===== config.mk =====
export PLATFORM = sky130hd
export DESIGN_NAME = alu
export DESIGN_NICKNAME = d
export VERILOG_FILES = /design/src/rtl/alu_pkg.sv /design/src/rtl/alu_shifter.sv /design/src/rtl/alu.sv
export SDC_FILE = /design/constraint.sdc
export NUM_CORES = 1
export LEC_CHECK = 0
export ABC_AREA = 1
export ABC_CLOCK_PERIOD_IN_PS = 1300
export CORE_ASPECT_RATIO = 1.25
export CORE_MARGIN = 5
export CORE_UTILIZATION = 55
export CTS_CLUSTER_DIAMETER = 100
export DETAILED_ROUTE_END_ITERATION = 7
export PLACE_DENSITY_LB_ADDON = 0.1
export SYNTH_ARGS = -nofsm -noshare
export SYNTH_HDL_FRONTEND = slang
export SYNTH_SLANG_ARGS = --single-unit

===== constraint.sdc =====
create_clock -name clk -period 1.3 [get_ports clk]
set_input_delay 0.26 -clock clk [delete_from_list [all_inputs] [get_ports clk]]
set_output_delay 0.26 -clock clk [all_outputs]
set_load 0.01 [all_outputs]

===== src/rtl/alu_pkg.sv =====
// alu_pkg: shared width and function-code constants for the registered ALU
package alu_pkg;
  localparam int W = 32;
  localparam logic [5:0] FN_HOLD = 6'b000000;
  localparam logic [5:0] FN_ADD  = 6'b000001;
  localparam logic [5:0] FN_SUB  = 6'b000010;
  localparam logic [5:0] FN_AND  = 6'b000011;
  localparam logic [5:0] FN_OR   = 6'b000100;
  localparam logic [5:0] FN_XOR  = 6'b000101;
  localparam logic [5:0] FN_NOR  = 6'b000110;
  localparam logic [5:0] FN_SLT  = 6'b000111;
  localparam logic [5:0] FN_SLL  = 6'b001000;
  localparam logic [5:0] FN_SRL  = 6'b001001;
  localparam logic [5:0] FN_SRA  = 6'b001010;
endpackage


===== src/rtl/alu_shifter.sv =====
// alu_shifter: combinational barrel shifter for SLL/SRL/SRA
//   a     - value to shift
//   amt   - shift amount (0 passes a through)
//   funct - selects SLL, SRL or SRA (anything else behaves as SRA)
//   y     - shifted result
module alu_shifter
  import alu_pkg::*;
(
  input  logic [W-1:0] a,
  input  logic [4:0]   amt,
  input  logic [5:0]   funct,
  output logic [W-1:0] y
);
  always_comb begin
    y = funct == FN_SLL ? a << amt :
        funct == FN_SRL ? a >> amt :
        W'($signed(a) >>> amt);
  end
endmodule


===== src/rtl/alu.sv =====
// alu: registered 32-bit ALU with carry/borrow flag and hold code
//   clk    - rising-edge clock
//   rst_n  - asynchronous active-low reset, clears Result and Carry
//   Src_1  - operand A
//   Src_2  - operand B; low 5 bits are the shift amount
//   Funct  - operation code (see alu_pkg)
//   Result - registered result
//   Carry  - registered carry (ADD) or borrow (SUB) flag
// Build option ALU_SHIFT_EN: when defined, SLL/SRL/SRA use alu_shifter;
// otherwise those codes are treated as unmapped and clear the outputs.
module alu
  import alu_pkg::*;
(
  input  logic         clk,
  input  logic         rst_n,
  input  logic [W-1:0] Src_1,
  input  logic [W-1:0] Src_2,
  input  logic [5:0]   Funct,
  output logic [W-1:0] Result,
  output logic         Carry
);
  logic [W:0]   sum;
  logic [W:0]   diff;
  logic [W-1:0] sh_y;
  logic [W-1:0] nxt_res;
  logic         nxt_c;
  assign sum  = {1'b0, Src_1} + {1'b0, Src_2};
  // bit W of the 33-bit difference is the unsigned borrow
  assign diff = {1'b0, Src_1} - {1'b0, Src_2};
`ifdef ALU_SHIFT_EN
  alu_shifter u_shifter (
    .a     (Src_1),
    .amt   (Src_2[4:0]),
    .funct (Funct),
    .y     (sh_y)
  );
`else
  assign sh_y = '0;
`endif
  always_comb begin
    nxt_res = '0;
    nxt_c   = 1'b0;
    case (Funct)
      FN_ADD: {nxt_c, nxt_res} = sum;
      FN_SUB: {nxt_c, nxt_res} = diff;
      FN_AND: nxt_res = Src_1 & Src_2;
      FN_OR:  nxt_res = Src_1 | Src_2;
      FN_XOR: nxt_res = Src_1 ^ Src_2;
      FN_NOR: nxt_res = ~(Src_1 | Src_2);
      FN_SLT: nxt_res = {{(W-1){1'b0}}, $signed(Src_1) < $signed(Src_2)};
      FN_SLL, FN_SRL, FN_SRA: nxt_res = sh_y;
      default: ;
    endcase
  end
  always_ff @(posedge clk or negedge rst_n) begin
    if (!rst_n) begin
      Result <= '0;
      Carry  <= 1'b0;
    end else if (Funct != FN_HOLD) begin
      Result <= nxt_res;
      Carry  <= nxt_c;
    end
  end
endmodule


==> Flow_metrics.wiki, run 1 <==
{| class="wikitable"
! Metric !! Value
|-
| Number of register bits inferred by synthesis || 33
|-
| Detailed placer's ending HPWL || 27.9 mm
|-
| Setup Slack @ Placement || -1.28 ns
|-
| Sinks on Clock Net || 33
|-
| Post-CTS Setup Inserts || 65
|-
| Number of port buffers || 104
|-
| Worst-case clock buffer depth || 2
|-
| Count of boundary I/O pins || 105
|-
| Number of cells upsized or downsized after cts || 688
|-
| Number of synthesized flops with an enable pin || 0
|-
| Result of the run || aborted with a tool error
|-
| Initial standard-cell utilization of the core || 55.7%
|-
| Error message || [ERROR DPL-0033] detailed placement checks failed during check placement.
|-
| GPL Wtd Cong || 1.07
|-
| Netlist area before placement || 7620 sq um
|-
| Number of cells produced by synthesis || 1436
|-
| CTS Hold Buffers Added || 1
|-
| Net count after synthesis || 1606
|-
| Die width || 115 um
|-
| Share of async-settable or async-resettable flops after synthesis || 100%
|-
| Mean instance size in the synthesized netlist || 5.31 sq um
|-
| Sequential cell area fraction in the yosys report || 10.8%
|-
| Cell at the root of the clock tree || clkbuf_16
|-
| Last stage reached || clock tree synthesis (4_1_cts)
|-
| Most instantiated flip-flop cell in the synthesis netlist || dfrtp_1
|-
| Number of rows created at floorplan || 48
|-
| Count of different cell masters after synthesis || 34
|-
| CTS buffer count || 5
|-
| Maximum level of the CTS H-tree || 2
|-
| Warnings from Yosys || 0
|-
| Die boundary height || 142 um
|}
logic make-up after synthesis:
| group | count (synthesis) | synth area share (%) |
|---|---|---|
| adder cells (fa/ha/maj) | 98 | 16.3 |
| flip-flops | 33 | 10.8 |
| AND/OR/NAND/NOR | 775 | 41.5 |
| buffers and inverters | 352 | 18.2 |
| AO/OA/AOI/OAI | 178 | 13.1 |
through the flow:
stage	util [%]	setup TNS [ns]	area [sq um]	instances
floorplan	-	-7.33	8710	1436
global placement	84.2	-35.56	11500	1907
detailed placement	84.2	-37.68	11500	1907
synthesized netlist by cell type, types with 5 or more instances:
cell	count	area [sq um]
o2111ai_1	5	43.8
ha_1	96	1200
clkbuf_1	9	33.8
o21ai_0	69	345
nand4_1	35	219
inv_1	309	1160
o22ai_1	6	37.5
o21bai_1	6	45.0
a221oi_1	7	61.3
o221ai_1	5	43.8
dfrtp_1	33	826
nor2_1	125	469
nor3_1	12	60.1
nand2_1	498	1870
nand3_1	97	485
a21oi_1	70	350
buf_2	23	115
==> inputs of run 2 (changes only) <==
- CORE_ASPECT_RATIO: 1.25 -> unset
- CORE_UTILIZATION: 55 -> 40
- CTS_CLUSTER_DIAMETER: 100 -> unset
- PLACE_DENSITY_LB_ADDON: 0.1 -> 0.15
==> run 2 against run 1 <==
Effect of this change: synthesized area stayed put; the flow now finishes, with violations (negative setup slack); synthesized cell count stayed put.
==> Flow_metrics.wiki, run 2 <==
{| class="wikitable"
! Metric !! Value
|-
| Most common cell after layout, fill and taps aside || buf_4
|-
| Die boundary height || 148 um
|-
| DRC || 0
|-
| Number of cells produced by synthesis || 1436
|-
| Clock slew at reported path FFs || 0.08 ns
|-
| Wire length reported by the detailed router || 43.1 mm
|-
| Routed WL per cell || 20.3 um
|-
| End-of-flow core utilization || 82.7%
|-
| Mean instance size in the synthesized netlist || 5.31 sq um
|-
| Insertion delay of the later-clocked pin in the worst-skew pair || 0.30 ns
|-
| Top cells by instance count after synthesis || 498 x nand2_1, 309 x inv_1, 125 x nor2_1
|-
| DR pass1 iterations || 5
|-
| Max-cap violations || 0
|-
| Met2 layer wire length in the routed design || 19.6 mm
|-
| Worst-case clock buffer depth || 2
|-
| Share of async-settable or async-resettable flops after synthesis || 100%
|-
| Global-route usage over all layers || 34.3%
|-
| Area overhead of the layout relative to synthesis || 104%
|-
| Worst setup path category || primary input to flip-flop
|-
| Cell at the root of the clock tree || clkbuf_16
|-
| Met1 Wirelength || 16.9 mm
|-
| Maximum level of the CTS H-tree || 2
|-
| Initial standard-cell utilization of the core || 40.6%
|-
| Number of port buffers || 104
|-
| Most used cells in the layout excluding fill and tap cells || 279 x buf_4, 267 x nand2_1, 177 x inv_1, 149 x nand2_2, 96 x inv_2
|-
| Number of register bits inferred by synthesis || 33
|-
| Number of synthesized flops with an enable pin || 0
|-
| Global-route congestion overflow total || 0
|-
| Clk_skew || 0 ns
|-
| Fraction of layout instances using a drive strength above 1 || 58.5%
|-
| CP peak stage delay || 0.33 ns
|-
| Setup_tns || -13.05 ns
|-
| Warnings from Yosys || 0
|-
| Number of rows created at floorplan || 50
|-
| Share of Yosys cell area claimed by the top area cell type || 24.5%
|-
| Antenna violations before repair || 0
|-
| Number of nets still failing antenna checks after routing || 0
|-
| Net count of the finished layout || 2052
|-
| Pleak || 0.00812 uW
|-
| Max reg flops || 32
|-
| Met3 Wirelength || 4.01 mm
|-
| Fmax achieved || 0.557 GHz
|-
| Launch instance of the worst register-to-register path || Result[3]$_DFFE_PN0P_
|-
| Post-route worst setup slack || -0.496 ns
|-
| GPL Wtd Cong || 0.989
|-
| Slowest-stage cell, CP || ha_4
|-
| Tmin final || 1.80 ns
|-
| Hold WC Path Type || primary input to flip-flop
|-
| Die width || 148 um
|-
| Most instantiated flip-flop cell in the synthesis netlist || dfrtp_1
|-
| Actual slew at the worst max-slew pin || 0.429 ns
|-
| Cell count of the worst reg-to-reg path || 2
|-
| Element type at the critical path start || primary input
|-
| Number of cells on the worst hold path || 5
|-
| Result of the run || finished with violations
|-
| Number of DRC violations after detailed-routing iteration 0 || 998
|-
| Register with the highest flop count || Result
|-
| Largest net degree at the start of global routing || 34
|-
| Vias in the first global route || 11100
|-
| Violated checks || negative setup slack
|-
| Worst R2R End || Result[3]$_DFFE_PN0P_
|-
| CTS buffer count || 5
|-
| Maximum vdd drop || 0.451 mV
|-
| Detailed placer's ending HPWL || 28.5 mm
|-
| End point of the worst hold path || Result[10]$_DFFE_PN0P_
|-
| Count of different cell masters after synthesis || 34
|-
| Die area || 21900 sq um
|-
| PwrDens || 575 nW/um^2
|-
| Sequential cell area fraction in the yosys report || 10.8%
|-
| Number of vias in the routed layout || 11800
|-
| Core region area || 18800 sq um
|-
| Endpoint class of the critical path || flip-flop
|-
| Cell taking the most area after synthesis || nand2_1
|-
| Worst-path cell chain || buf_6, inv_4, ha_4, inv_4, nand2_2, nand2_2, buf_4, nand2_2, nand2_2, inv_2, nand2_2, buf_6, a21oi_2, o21ai_1, nand2_1, nand4_1
|-
| TritonCTS clock tree || built
|-
| Required time reported for the critical path endpoint || 1.47 ns
|-
| Worst-path fanout max || 5
|-
| Netlist area before placement || 7620 sq um
|-
| Period utilization || 138%
|-
| Synth top area cells || nand2_1 25%, ha_1 16%, inv_1 15%
|-
| Top-count cell post-synth || nand2_1
|-
| Top Registers || Result x32, Carry x1
|-
| Number of max-slew violations in the final report || 0
|-
| R2R Setup Slk || 0.43 ns
|-
| Setup-violating endpoint count in the final report || 33
|-
| Crit path top cell by count || nand2_2
|-
| Sinks on Clock Net || 33
|-
| Count of boundary I/O pins || 105
|-
| Net count after synthesis || 1606
|-
| Unrepaired setup endpoints after global routing || yes
|-
| Worst EP arrival || 1.97 ns
|-
| Highest metal layer used by the detailed router || met4
|-
| Wire length of the first global-routing pass || 59.6 mm
|-
| Count of inserted antenna diode cells || 0
|-
| Startpoint of the lowest-slack hold path || Src_2[10]
|-
| Max_slew headroom || 71.2%
|-
| Final Hold Vio Count || 0
|-
| Post-DR vias/cell || 5.60
|}
run 2: cell counts after synthesis:
No cell type changed its count.
run 2: layout make-up:
class                   instances  area, sq um
inverters                     312         1350
well taps                     234          293
repair buffers                479         4330
clock buffers                   6          139
clock inverters                 2         37.5
flip-flops and latches         33          826
fillers                      1133         3250
multi-input cells            1051         8550
run 2: what timing repair did:
action                                  4_1_cts  5_1_grt
setup buffers                                70       47
pin swaps                                   292      171
endpoints found under the setup margin       66       37
gates cloned                                  2        0
gates resized for setup                     864      247
hold buffers                                  1        0
hold endpoints to repair                     33        0
run 2: how the worst max path moves through the flow:
| stage | from | end | slack, ns | depth (start not counted) |
|---|---|---|---|---|
| 2_1_floorplan | Src_1[0] | Result[0]$_DFFE_PN0P_ | -0.40 | 15 |
| 3_3_place_gp | Src_1[0] | Result[22]$_DFFE_PN0P_ | -1.28 | 16 |
| 3_5_place_dp | Src_1[0] | Carry$_DFFE_PN0P_ | -1.31 | 15 |
| 4_1_cts | Src_1[31] | Result[0]$_DFFE_PN0P_ | -0.47 | 11 |
| 5_1_grt | Src_2[5] | Result[8]$_DFFE_PN0P_ | -0.60 | 16 |
| 6_report | Src_2[5] | Result[8]$_DFFE_PN0P_ | -0.50 | 16 |
run 2: kinds of logic (layout without fill, tap and decap cells):
group,after synthesis,after routing,synth area share (%)
AO/OA/AOI/OAI,178,178,13.1
buffers and inverters,352,799,18.2
AND/OR/NAND/NOR,775,775,41.5
adder cells (fa/ha/maj),98,98,16.3
flip-flops,33,33,10.8
run 2: report_power, final:
part | total (uW) | internal [uW] | switching [uW] | leakage (uW)
sequential | 1120 | 1080 | 38.1 | 0.000445
clock | 1620 | 963 | 657 | 0.0000831
combinational | 6190 | 2740 | 3440 | 0.00759
run 2: routing by layer:
layer,vias to the layer above,track usage (%)
met3,208,4.88
met2,763,55.6
met1,5521,46.4
li1,5355,-
met4,0,13.2
met5,-,0
run 2: through the flow:
step                hold WS, ns  instances  setup slack [ns]  power [uW]  area [sq um]
floorplan               -0.0356       1436            -0.400        3410          8710
detailed placement        0.252       1996             -1.31        5310         11800
CTS                       0.377       2075            -0.468        8060         14400
global placement          0.255       1996             -1.28        5270         11800
global route              0.416       2117            -0.600        9290         15500
finish                    0.394       2117            -0.496        8920         15500
run 2: critical path: cells and delay by family:
family,cells,cell delay [ns]
adder cells (fa/ha/maj),1,0.33
buffers and inverters,6,0.51
AND/OR/NAND/NOR,7,0.54
AO/OA/AOI/OAI,2,0.33
(Power assumes the default switching activity.)
==> inputs of run 3 (changes only) <==
- CORE_ASPECT_RATIO: unset -> 0.5
- CORE_UTILIZATION: 40 -> 60
==> run 3 against run 2 <==
Effect of this change: the flow now stops in clock tree synthesis (4_1_cts); synthesized area is the same; synthesized cell count did not move.
==> Flow_metrics.wiki, run 3 <==
{| class="wikitable"
! Metric !! Value
|-
| Number of cells upsized or downsized after cts || 800
|-
| Error message || [ERROR DPL-0038] Utilization greater than 100%, impossible to legalize
|-
| Share of async-settable or async-resettable flops after synthesis || 100%
|-
| Die width || 169 um
|-
| Mean instance size in the synthesized netlist || 5.31 sq um
|-
| Result of the run || aborted with a tool error
|-
| Detailed placer's ending HPWL || 30.0 mm
|-
| Sequential cell area fraction in the yosys report || 10.8%
|-
| Count of different cell masters after synthesis || 34
|-
| Most instantiated flip-flop cell in the synthesis netlist || dfrtp_1
|-
| Warnings from Yosys || 0
|-
| Number of register bits inferred by synthesis || 33
|-
| Post-CTS Setup Inserts || 72
|-
| Top-count cell post-synth || nand2_1
|-
| Net count after synthesis || 1606
|-
| Number of synthesized flops with an enable pin || 0
|-
| Number of cells produced by synthesis || 1436
|-
| Number of port buffers || 104
|-
| Cell taking the most area after synthesis || nand2_1
|-
| Worst-case clock buffer depth || 2
|-
| GPL Wtd Cong || 1.14
|-
| Maximum level of the CTS H-tree || 2
|-
| Total cell area at the placement stage || 11400 sq um
|-
| Share of Yosys cell area claimed by the top area cell type || 24.5%
|-
| Die boundary height || 89.7 um
|-
| Count of boundary I/O pins || 105
|-
| CTS buffer count || 5
|-
| CTS Hold Buffers Added || 1
|-
| Setup Slack @ Placement || -1.34 ns
|-
| Last stage reached || clock tree synthesis (4_1_cts)
|-
| Sinks on Clock Net || 33
|-
| Synth top area cells || nand2_1 25%, ha_1 16%, inv_1 15%
|-
| Initial standard-cell utilization of the core || 60.7%
|-
| Cell at the root of the clock tree || clkbuf_16
|-
| Top cells by instance count after synthesis || 498 x nand2_1, 309 x inv_1, 125 x nor2_1
|-
| Netlist area before placement || 7620 sq um
|-
| Number of rows created at floorplan || 29
|}
==> run 3: cell counts after synthesis <==
Identical to the previous run, type by type.
==> run 3: kinds of logic after synthesis <==
| logic type | count (synthesis) | synth area share, % |
|---|---|---|
| AND/OR/NAND/NOR | 775 | 41.5 |
| AO/OA/AOI/OAI | 178 | 13.1 |
| adder cells (fa/ha/maj) | 98 | 16.3 |
| flip-flops | 33 | 10.8 |
| buffers and inverters | 352 | 18.2 |
==> run 3: through the flow <==
| step | hold slack (ns) | cells |
|---|---|---|
| detailed placement | 0.220 | 1888 |
| global placement | 0.213 | 1888 |
| floorplan | -0.0356 | 1436 |
